**config.mk**
```make
export PLATFORM = sky130hd
export DESIGN_NAME = ps2_host_tx_flat
export DESIGN_NICKNAME = d
export VERILOG_FILES = /design/src/rtl/ps2_pkg.sv /design/src/rtl/ps2_host_tx_if.sv /design/src/rtl/ps2_line_sync.sv /design/src/rtl/ps2_host_tx.sv /design/src/flat_wrapper.sv
export SDC_FILE = /design/constraint.sdc
export NUM_CORES = 1
export LEC_CHECK = 0
export ABC_AREA = 1
export CORE_MARGIN = 1.5
export CORE_UTILIZATION = 60
export CTS_CLUSTER_SIZE = 20
export DETAILED_ROUTE_END_ITERATION = 8
export PLACE_DENSITY = 0.84
export SYNTH_ARGS = -nofsm -noshare
export SYNTH_HDL_FRONTEND = slang
export SYNTH_SLANG_ARGS = --single-unit
```
**constraint.sdc**
```tcl
create_clock -name clk -period 2.34 [get_ports clk]
set_clock_uncertainty 0.15 [all_clocks]
set_input_delay 0.351 -clock clk [delete_from_list [all_inputs] [get_ports clk]]
set_output_delay 0.351 -clock clk [all_outputs]
set_load 0.005 [all_outputs]
```
**src/rtl/ps2_pkg.sv**
```systemverilog
// ps2_pkg: types and constants shared by the PS/2 host transmitter and the
// receive path of the keyboard controller.
//   ps2_tx_state_e  - transmitter FSM states
//   PS2_CMD_*       - common host-to-device command bytes
//   PS2_ACK_BYTE    - byte the keyboard returns after accepting a command
//   PS2_FRAME_BITS  - start + 8 data + parity + stop/ack slot
package ps2_pkg;

    typedef enum logic [2:0] {
        ST_IDLE,
        ST_INHIBIT,
        ST_START,
        ST_SHIFT,
        ST_STOP,
        ST_ACK,
        ST_WAIT_IDLE
    } ps2_tx_state_e;

    localparam logic [7:0] PS2_CMD_SET_LEDS = 8'hED;
    localparam logic [7:0] PS2_CMD_RESET    = 8'hFF;
    localparam logic [7:0] PS2_CMD_ENABLE   = 8'hF4;
    localparam logic [7:0] PS2_ACK_BYTE     = 8'hFA;

    localparam int PS2_FRAME_BITS = 11;

    // Odd parity bit for a PS/2 data byte.
    function automatic logic ps2_parity(input logic [7:0] b);
        return ~^b;
    endfunction

endpackage

```
**src/rtl/ps2_host_tx_if.sv**
```systemverilog
// ps2_host_tx_if: command handshake between the keyboard controller and the
// PS/2 host transmitter.
//   tx_data/tx_valid  - command byte and request (master -> slave)
//   tx_ready          - transmitter idle, request will be taken
//   tx_done/tx_err    - one-cycle completion / failure pulses
//   busy              - a frame is in progress (receive path ignores the bus)
interface ps2_host_tx_if;
    import ps2_pkg::*;

    logic [7:0] tx_data;
    logic       tx_valid;
    logic       tx_ready;
    logic       tx_done;
    logic       tx_err;
    logic       busy;

    modport master (
        output tx_data, tx_valid,
        input  tx_ready, tx_done, tx_err, busy
    );

    modport slave (
        input  tx_data, tx_valid,
        output tx_ready, tx_done, tx_err, busy
    );

endinterface

```
**src/rtl/ps2_line_sync.sv**
```systemverilog
// ps2_line_sync: brings the raw PS/2 clock and data pins into the clk domain
// and flags falling edges of the PS/2 clock.
//   clk, rst    - system clock, asynchronous active-low reset
//   clk_pin     - raw PS/2 clock pin level
//   data_pin    - raw PS/2 data pin level
//   clk_s       - synchronized PS/2 clock
//   data_s      - synchronized PS/2 data
//   clk_fe      - PS/2 clock falling edge, acted on at the third clk edge
//                 after the pin falls
module ps2_line_sync (
    input  logic clk,
    input  logic rst,
    input  logic clk_pin,
    input  logic data_pin,
    output logic clk_s,
    output logic data_s,
    output logic clk_fe
);

    logic [1:0] clk_ff;
    logic [1:0] data_ff;
    logic       clk_prev;

    // Idle bus level is high, so resetting to 1 avoids a spurious edge
    // right after reset.
    always_ff @(posedge clk or negedge rst) begin
        if (!rst) begin
            clk_ff   <= 2'b11;
            data_ff  <= 2'b11;
            clk_prev <= 1'b1;
        end else begin
            clk_ff   <= {clk_ff[0], clk_pin};
            data_ff  <= {data_ff[0], data_pin};
            clk_prev <= clk_ff[1];
        end
    end

    assign clk_s  = clk_ff[1];
    assign data_s = data_ff[1];
    assign clk_fe = clk_prev & ~clk_ff[1];

endmodule

```
**src/rtl/ps2_host_tx.sv**
```systemverilog
// ps2_host_tx: host-to-device PS/2 transmitter. Sends one command byte per
// request over the shared open-drain ps2_clk/ps2_data lines; the lines are
// only ever pulled low through the *_oe enables, the tri-states live above.
//   clk, rst          - system clock, asynchronous active-low reset
//   tx                - command handshake (slave side of ps2_host_tx_if)
//   ps2_clk_in        - raw PS/2 clock pin level
//   ps2_data_in       - raw PS/2 data pin level
//   ps2_clk_oe        - 1 = pull PS/2 clock low
//   ps2_data_oe       - 1 = pull PS/2 data low
module ps2_host_tx
    import ps2_pkg::*;
#(
    parameter int INHIBIT_CYCLES = 10000,
    parameter int TIMEOUT_CYCLES = 2000000
) (
    input  logic              clk,
    input  logic              rst,
    ps2_host_tx_if.slave      tx,
    input  logic              ps2_clk_in,
    input  logic              ps2_data_in,
    output logic              ps2_clk_oe,
    output logic              ps2_data_oe
);

    localparam int IW = $clog2(INHIBIT_CYCLES + 1);
    localparam int TW = $clog2(TIMEOUT_CYCLES + 1);

    ps2_tx_state_e state, state_d;
    logic [IW-1:0] inh_cnt, inh_cnt_d;
    logic [TW-1:0] to_cnt, to_cnt_d;
    logic [3:0]    bit_cnt, bit_cnt_d;
    logic [8:0]    shift, shift_d;
    logic          clk_oe_q, clk_oe_d;
    logic          data_oe_q, data_oe_d;
    logic          done_q, done_d;
    logic          err_q, err_d;
    logic          timed;

    logic clk_s, data_s, clk_fe;

    ps2_line_sync u_sync (
        .clk      (clk),
        .rst      (rst),
        .clk_pin  (ps2_clk_in),
        .data_pin (ps2_data_in),
        .clk_s    (clk_s),
        .data_s   (data_s),
        .clk_fe   (clk_fe)
    );

    always_ff @(posedge clk or negedge rst) begin
        if (!rst) begin
            state     <= ST_IDLE;
            inh_cnt   <= '0;
            to_cnt    <= '0;
            bit_cnt   <= '0;
            shift     <= '0;
            clk_oe_q  <= 1'b0;
            data_oe_q <= 1'b0;
            done_q    <= 1'b0;
            err_q     <= 1'b0;
        end else begin
            state     <= state_d;
            inh_cnt   <= inh_cnt_d;
            to_cnt    <= to_cnt_d;
            bit_cnt   <= bit_cnt_d;
            shift     <= shift_d;
            clk_oe_q  <= clk_oe_d;
            data_oe_q <= data_oe_d;
            done_q    <= done_d;
            err_q     <= err_d;
        end
    end

    // The line enables are registered alongside the state so the pins never
    // see decode glitches; each branch sets the level for the next cycle.
    always_comb begin
        state_d   = state;
        inh_cnt_d = inh_cnt;
        to_cnt_d  = to_cnt;
        bit_cnt_d = bit_cnt;
        shift_d   = shift;
        clk_oe_d  = clk_oe_q;
        data_oe_d = data_oe_q;
        done_d    = 1'b0;
        err_d     = 1'b0;

        timed = (state == ST_START) || (state == ST_SHIFT) || (state == ST_STOP) ||
                (state == ST_ACK)   || (state == ST_WAIT_IDLE);

        // Saturating watchdog from clock release to the end of the ACK.
        if (timed && (to_cnt != TW'(TIMEOUT_CYCLES)))
            to_cnt_d = to_cnt + 1'b1;

        case (state)
            ST_IDLE: begin
                inh_cnt_d = '0;
                to_cnt_d  = '0;
                bit_cnt_d = '0;
                clk_oe_d  = 1'b0;
                data_oe_d = 1'b0;
                if (tx.tx_valid) begin
                    shift_d   = {ps2_parity(tx.tx_data), tx.tx_data};
                    state_d   = ST_INHIBIT;
                    clk_oe_d  = 1'b1;
                    // A one-cycle inhibit is also its own last cycle.
                    data_oe_d = (INHIBIT_CYCLES <= 1);
                end
            end

            ST_INHIBIT: begin
                if (inh_cnt != IW'(INHIBIT_CYCLES))
                    inh_cnt_d = inh_cnt + 1'b1;
                if (inh_cnt >= IW'(INHIBIT_CYCLES - 1)) begin
                    // Release the clock; the start bit (data low) stays.
                    state_d   = ST_START;
                    clk_oe_d  = 1'b0;
                    data_oe_d = 1'b1;
                    to_cnt_d  = '0;
                end else if (inh_cnt == IW'(INHIBIT_CYCLES - 2)) begin
                    // Start bit goes out during the final inhibit cycle.
                    data_oe_d = 1'b1;
                end
            end

            ST_START: begin
                if (clk_fe) begin
                    data_oe_d = ~shift[0];
                    bit_cnt_d = 4'd1;
                    state_d   = ST_SHIFT;
                end
            end

            ST_SHIFT: begin
                if (clk_fe) begin
                    data_oe_d = ~shift[bit_cnt];
                    bit_cnt_d = bit_cnt + 4'd1;
                    // bit_cnt 8 is the parity bit, the last one we drive.
                    if (bit_cnt == 4'd8)
                        state_d = ST_STOP;
                end
            end

            ST_STOP: begin
                if (clk_fe) begin
                    data_oe_d = 1'b0;
                    bit_cnt_d = bit_cnt + 4'd1;
                    state_d   = ST_ACK;
                end
            end

            ST_ACK: begin
                if (clk_fe) begin
                    bit_cnt_d = bit_cnt + 4'd1;
                    if (!data_s) begin
                        state_d = ST_WAIT_IDLE;
                    end else begin
                        err_d   = 1'b1;
                        state_d = ST_IDLE;
                    end
                end
            end

            ST_WAIT_IDLE: begin
                if (clk_s && data_s) begin
                    done_d  = 1'b1;
                    state_d = ST_IDLE;
                end
            end

            default: begin
                state_d   = ST_IDLE;
                clk_oe_d  = 1'b0;
                data_oe_d = 1'b0;
            end
        endcase

        // Timeout overrides whatever the edge logic decided this cycle.
        if (timed && (to_cnt_d == TW'(TIMEOUT_CYCLES))) begin
            state_d   = ST_IDLE;
            clk_oe_d  = 1'b0;
            data_oe_d = 1'b0;
            done_d    = 1'b0;
            err_d     = 1'b1;
        end
    end

    assign ps2_clk_oe  = clk_oe_q;
    assign ps2_data_oe = data_oe_q;

    assign tx.tx_ready = (state == ST_IDLE);
    assign tx.busy     = (state != ST_IDLE);
    assign tx.tx_done  = done_q;
    assign tx.tx_err   = err_q;

endmodule

```
**src/flat_wrapper.sv**
```systemverilog
// flat-port wrapper written by rule: the top's interface ports become plain ports
module ps2_host_tx_flat import ps2_pkg::*;
#(
    parameter int INHIBIT_CYCLES = 10000,
    parameter int TIMEOUT_CYCLES = 2000000
)
  (clk, rst, ps2_clk_in, ps2_data_in, ps2_clk_oe, ps2_data_oe, tx_tx_data, tx_tx_valid, tx_tx_ready, tx_tx_done, tx_tx_err, tx_busy);
  ps2_host_tx_if tx_i ();
  input  logic clk;
  input  logic rst;
  input  logic ps2_clk_in;
  input  logic ps2_data_in;
  output logic ps2_clk_oe;
  output logic ps2_data_oe;
  input wire logic [$bits(tx_i.tx_data)-1:0] tx_tx_data;
  input wire logic [$bits(tx_i.tx_valid)-1:0] tx_tx_valid;
  output wire logic [$bits(tx_i.tx_ready)-1:0] tx_tx_ready;
  output wire logic [$bits(tx_i.tx_done)-1:0] tx_tx_done;
  output wire logic [$bits(tx_i.tx_err)-1:0] tx_tx_err;
  output wire logic [$bits(tx_i.busy)-1:0] tx_busy;
  assign tx_i.tx_data = tx_tx_data;
  assign tx_i.tx_valid = tx_tx_valid;
  assign tx_tx_ready = tx_i.tx_ready;
  assign tx_tx_done = tx_i.tx_done;
  assign tx_tx_err = tx_i.tx_err;
  assign tx_busy = tx_i.busy;
  ps2_host_tx #(.INHIBIT_CYCLES(INHIBIT_CYCLES), .TIMEOUT_CYCLES(TIMEOUT_CYCLES)) u_core (.clk(clk), .rst(rst), .tx(tx_i), .ps2_clk_in(ps2_clk_in), .ps2_data_in(ps2_data_in), .ps2_clk_oe(ps2_clk_oe), .ps2_data_oe(ps2_data_oe));
endmodule
```
[After elaboration in Yosys (flattened, before gate mapping)]
Index checks and enable logic that the tools add are counted.
Storage, ports and cells
  register bits: 60
  input port bits: 13
  output and inout port bits: 6
Cells by class
  add/sub/neg operators: 3
  order comparisons: 2
  equality and inequality tests: 25
  multiplexer cells: 39
  bitwise operators: 4
  reduce and logical (&&, ||, !) cells: 21
Operator list (count)
  21-bit two-way mux: 2
  21-bit one-hot mux with 2 select lines: 1
  3-bit two-way mux: 10
  14-bit one-hot mux with 2 select lines: 1
  21-bit by 1-bit adder with 21-bit output, second input constant: 1
  21-bit == test, second input constant: 1
  21-bit inequality test, second input constant: 1
  3-bit one-hot mux with 7 select lines: 1
  1-bit two-way mux: 17
  3-bit by 2-bit inequality test with 1-bit output, second input constant: 5
  14-bit by 1-bit adder with 14-bit output, second input constant: 1
  14-bit == test, second input constant: 1
  14-bit >= comparator, second input constant: 1
  14-bit two-way mux: 1
  14-bit inequality test, second input constant: 1
  4-bit one-hot mux with 3 select lines: 1
  2-bit by 1-bit inequality test with 1-bit output, second input constant: 5
  3-bit == test, second input constant: 3
  4-bit two-way mux: 2
  8-bit AND reduction: 1
  8-bit XNOR reduction: 1
  3-bit by 2-bit == test with 1-bit output, second input constant: 2
  3-bit inequality test, second input constant: 2
  2-bit AND reduction: 3
  other kinds (21): 29

[Longest topological paths before layout]
  depth after elaboration: 13
  gate-level depth with buffers: 17

[By module]
Synthesis repeated with hierarchy kept, for this count alone.
Unflattened totals
  cells, all modules: 545
  area, all modules: 4072.7 um^2
By module, submodules not included
  ps2_host_tx: times used 1, cells an instance 538, area each 3931.3 um^2
  ps2_line_sync: times used 1, cells an instance 7, area each 141.4 um^2

[Worst setup path after synthesis]
Ideal clock, no wire load.
  path kind: register -> register
  start point: register u_core.to_cnt[0]
  end point: register u_core.state[2]
  setup time: 0.123 ns
  data arrival time: 1.877 ns
  data required time: 2.067 ns
  path slack: 0.190 ns
  stages on the path, launching flop included: 16
  path through: dfrtp_1 inv_1 ha_1 nand3_1 nor2_1 nand3_2 nand2_2 inv_2 nand2_1 nand3_1 nor2_1 nand3_1 nor2_1 nand2_2 nand2_1 o21ai_1
On the way
  cells in the longest elaborated chain, start to end: 9
  elaborated cells on any way between the ends: 18
  those cells by class: 1 x add/sub; 10 x eq/ne; 4 x mux; 3 x reduce/logical
RTL lines
  start: declaration: line ps2_host_tx.sv:30  | logic [TW-1:0] to_cnt, to_cnt_d;
  start signal: assignment: line ps2_host_tx.sv:65  | to_cnt <= to_cnt_d;
  branches (longest 2 deep; another with 21-bit by 1-bit adder with 21-bit output)
  21-bit two-way mux (*): line ps2_host_tx.sv:92  | if (timed && (to_cnt != TW'(TIMEOUT_CYCLES)))
  21-bit two-way mux: line ps2_host_tx.sv:114  | if (inh_cnt >= IW'(INHIBIT_CYCLES - 1)) begin
  21-bit one-hot mux with 2 select lines (*): line ps2_host_tx.sv:95  | case (state)
  21-bit == test (*): line ps2_host_tx.sv:179  | if (timed && (to_cnt_d == TW'(TIMEOUT_CYCLES))) begin
  1-bit logical AND (*): line ps2_host_tx.sv:179
  3-bit by 2-bit inequality test with 1-bit output (no source line), or another cell as far along
  8-bit AND reduction (no source line)
  end signal: assignment: line ps2_host_tx.sv:63  | state <= state_d;
  end: declaration: line ps2_host_tx.sv:28  | ps2_tx_state_e state, state_d;
Mark *: on every way between the ends.
A chain may end at the register's enable or synchronous reset.

[Final worst setup path]
  start point: register u_core.to_cnt[1]
  end point: register u_core.state[0]
The elaborated chain is that of the path after synthesis.

==> run_results.csv <==
group,metric,value,unit
synth,postSynthCellCount,542,
floorplan,start_util,62.6,%
synth,synth_top_area_cell,"sky130_fd_sc_hd__dfrtp_1",
placement,dpl.hpwl,6950,um
cells_and_area,final_core_util,83.7,%
power,power.net_switching,2.15,mW
timing,max_freq,392,MHz
routing,wirelength,11700,um
routing,route.met2.wl,5880,um
synth,mappedNetlistNets,562,
floorplan,floorplan.core_area,5990,um^2
setup_path,cp.arrival,2.69,ns
power,ir_drop,0.718,mV
placement,finalWeightedCongestion,0.965,
synth,synth_warn,0,
power,powerDensity,1010,nW/um^2
setup_path,cp-end-kind,"flop",
placement,port_buffers,18,
timing,postLayoutSetupSlackWorst,-0.214,ns
timing,rsz0062_at_grt,"yes",
clock_tree,cts_made_buffers,9,
timing,fin_worst_hold_slack,0.207,ns
power,p_leak,2.52,nW
synth,synth_ff_type,"sky130_fd_sc_hd__dfrtp_1",
routing,dr.max_layer_used,"met4",
timing,final_hold_viol_count,0,
global_route,grt_pass1_wl,17700,um
cells_and_area,number_of_diodes,0,
setup_path,worstSetupPathType,"reg2reg",
cells_and_area,layout-drive-gt1-share,23.3,%
routing,drc_errors,0,
global_route,globalRoute.totalOverflow,0,
routing,met1Wirelength,4350,um
synth,syn_area,3750,um^2
cells_and_area,nNetsFinal,664,
clock_tree,numClockSinks,60,
clock_tree,clk-insertion-delay-late,0.35,ns
synth,syn_avg_cell_area,6.92,um^2
power,power_switching_share,42.5,%
clock_tree,tritoncts_clock_tree,"built",
floorplan,design.die.area,6730,um^2
setup_path,timing.critical_path.fanout_max,8,
routing,drt_first_iter_violations,411,
synth,synth_cell_type_count,37,
routing,route.detailed.wl_per_inst,16.2,um
power,clock_power_share,19.1,%
worst_hold_path,hold_path.class,"reg2reg",
floorplan,die_height,82.0,um
routing,viasPerCell,5.94,
global_route,via_count_of_the_first_global_routing_pass,4015,
floorplan,row_count,28,
cells_and_area,area_delta_synth_final,33.8,%
placement,place.detailed.instances,686,
synth,register_bit_count_reported_by_yosys,60,
global_route,grt_antenna_before_repair,0,
routing,drt_first_pass_iters,6,
routing,ant_nets,0,
synth,ys_async_sr_fraction,100,%
synth,synth_most_common_cell,"sky130_fd_sc_hd__nand2_1",
status,status,"complete, but fails checks",
status,failed_checks,"negative setup slack",
power,seqPwrFrac,28.7,%
power,comb_power_share,52.1,%
clock_tree,cts-root-to-sink-buffers,2,
setup_path,worst-endpoint-required,2.48,ns
synth,synth_area_leaders,"sky130_fd_sc_hd__dfrtp_1 37%, sky130_fd_sc_hd__nand2_1 16%, sky130_fd_sc_hd__inv_1 7.5%, sky130_fd_sc_hd__nand3_1 7.1%, sky130_fd_sc_hd__nor2_1 7.0%",
synth,yosys.area.top_type_share,36.7,%
floorplan,dieWidth,82.0,um
timing,fin_crit,2.55,ns
power,internal,2.91,mW
global_route,pin_count_of_the_biggest_net_entering_global_routing,61,
timing,post-route-period-util,109,%
clock_tree,clock_tree.htree_level_count,3,
clock_tree,clk_pin_slew_worst_setup_hold_paths,0.07,ns
synth,synthTopCellsByCount,"164 x sky130_fd_sc_hd__nand2_1, 75 x sky130_fd_sc_hd__inv_1, 70 x sky130_fd_sc_hd__nor2_1, 55 x sky130_fd_sc_hd__dfrtp_1, 53 x sky130_fd_sc_hd__nand3_1",
timing,worst_slew_margin_rel,75.5,%
setup_path,setup.worst_path.start_class,"flop",
routing,metal3_wl,924,um
timing,drv_slew,0,
synth,synth-seq-area-share,40.2,%
clock_tree,ctsRootBufferMaster,"sky130_fd_sc_hd__clkbuf_8",
global_route,gr-usage-all-layers,35.2,%
cells_and_area,non_filler_cells_final,724,
job,max_cap_viol_count,0,
timing,fin_setup_tns,-1.46,ns
timing,setup_violations,8,
timing,timing_worst_slew_pin_value,0.364,ns
routing,vias,4299,
floorplan,pin_count,19,
synth,synth_enable_flop_cells,0,
==> metal layers <==
metal  vias to the layer above  global-route usage [%]
li1                       1947                       -
met1                      2026                    39.0
met2                       253                    60.2
met3                        73                    10.9
met4                         0                    18.6
met5                         -                       0
==> stage by stage <==
step | instance area (um^2) | power (mW) | setup WS [ns]
after floorplan | 3750 | 2.77 | 0.190
after global placement | 4410 | 3.42 | -0.0569
after detailed placement | 4410 | 3.51 | -0.148
after CTS | 4800 | 4.67 | -0.0675
after global routing | 5020 | 5.35 | -0.319
final | 5020 | 5.07 | -0.214
==> cells by family (layout without fill, tap and decap cells) <==
family,after synthesis,in the layout,share of synthesized area (%)
flops,60,60,40.2
xor+xnor,10,10,2.34
buf+inv,85,192,10.0
mux,1,1,0.267
fa+ha+maj,7,7,2.34
compound gates,49,49,7.14
simple gates,330,330,37.6
==> layout make-up <==
type                       count  area [um^2]
multi-input combinational    397         2070
fill                         342          975
clock buffer                  14          163
tap                           75         93.8
timing repair buffer          98          856
inverter                      78          293
sequential                    60         1510
clock inverter                 2         35.0
==> sequential cells by signal (all words and copies together), names as in the netlist <==
| register | cells |
|---|---|
| u_core.to_cnt | 21 |
| u_core.inh_cnt | 14 |
| u_core.shift | 9 |
| u_core.bit_cnt | 4 |
| u_core.state | 3 |
| u_core.u_sync.clk_ff | 2 |
| u_core.u_sync.data_ff | 2 |
| u_core.ps2_clk_oe | 1 |
| u_core.ps2_data_oe | 1 |
| u_core.tx.tx_done | 1 |
| u_core.tx.tx_err | 1 |
| u_core.u_sync.clk_prev | 1 |
==> final timing paths <==
kind | startpoint | endpoint | slack [ns] | cells past startpoint
worst min-delay path | u_core.u_sync.clk_ff[0] | u_core.u_sync.clk_ff[1] | 0.21 | 0
worst max-delay path | u_core.to_cnt[1] | u_core.state[0] | -0.21 | 17
worst max register to register | u_core.to_cnt[1] | u_core.state[0] | -0.21 | 17
min in group asynchronous | rst | u_core.to_cnt[10] | 0.38 | 3
max in group asynchronous | rst | u_core.u_sync.data_ff[1] | 1.33 | 3
worst min register to register | u_core.u_sync.clk_ff[0] | u_core.u_sync.clk_ff[1] | 0.21 | 0
==> cell usage in the layout, fill, tap and decap left out, types with 3 or more instances in the layout <==
cell type	synthesis	routed
sky130_fd_sc_hd__nor2_4	0	6
sky130_fd_sc_hd__clkbuf_1	1	3
sky130_fd_sc_hd__nand4_1	19	19
sky130_fd_sc_hd__inv_2	2	8
sky130_fd_sc_hd__nand3_1	53	45
sky130_fd_sc_hd__buf_12	0	4
sky130_fd_sc_hd__nor2_1	70	55
sky130_fd_sc_hd__dfrtp_1	55	53
sky130_fd_sc_hd__xor2_1	3	3
sky130_fd_sc_hd__ha_1	7	5
sky130_fd_sc_hd__nor3_1	11	9
sky130_fd_sc_hd__xnor2_1	7	7
sky130_fd_sc_hd__a21oi_1	20	20
sky130_fd_sc_hd__o21ai_0	17	17
sky130_fd_sc_hd__buf_4	0	72
sky130_fd_sc_hd__nand2_4	0	4
sky130_fd_sc_hd__clkdlybuf4s50_1	0	17
sky130_fd_sc_hd__inv_1	75	69
sky130_fd_sc_hd__nand2_1	164	161
sky130_fd_sc_hd__nand3_2	1	6
sky130_fd_sc_hd__o22ai_1	3	3
sky130_fd_sc_hd__clkbuf_8	2	11
sky130_fd_sc_hd__nand3_4	0	3
sky130_fd_sc_hd__dfstp_2	5	5
sky130_fd_sc_hd__nor2_2	2	11
==> timing repair <==
item,4_1_cts,5_1_grt
hold buffers,1,0
cloned,1,0
buffers inserted,12,8
endpoints found under the setup margin,10,12
endpoints found under the hold margin,55,0
pin swaps,14,17
resized for setup,21,38
==> power by group through the flow <==
| stage | Sequential (mW) | Combinational [mW] | Clock [mW] |
|---|---|---|---|
| after floorplan | 1.40 | 1.37 | 0 |
| after global placement | 1.43 | 1.99 | 0 |
| after detailed placement | 1.44 | 2.07 | 0 |
| after CTS | 1.43 | 2.28 | 0.968 |
| after global routing | 1.47 | 2.87 | 1.01 |
| final | 1.46 | 2.64 | 0.970 |
==> critical path, stage by stage, from the launching register on <==
cell and delay (ns):
sky130_fd_sc_hd__dfrtp_1 0.40, sky130_fd_sc_hd__inv_2 0.07, sky130_fd_sc_hd__buf_4 0.13, sky130_fd_sc_hd__buf_4 0.12
sky130_fd_sc_hd__buf_4 0.12, sky130_fd_sc_hd__buf_4 0.12, sky130_fd_sc_hd__buf_4 0.12, sky130_fd_sc_hd__buf_4 0.12
sky130_fd_sc_hd__buf_4 0.12, sky130_fd_sc_hd__buf_4 0.12, sky130_fd_sc_hd__buf_4 0.12, sky130_fd_sc_hd__nand2_2 0.09
sky130_fd_sc_hd__nand3_2 0.11, sky130_fd_sc_hd__nand4_1 0.16, sky130_fd_sc_hd__nor2_4 0.07, sky130_fd_sc_hd__nand2_4 0.15
sky130_fd_sc_hd__nand4_1 0.12, sky130_fd_sc_hd__nand2_1 0.08
Note: power is estimated with default switching activity, not from simulation.
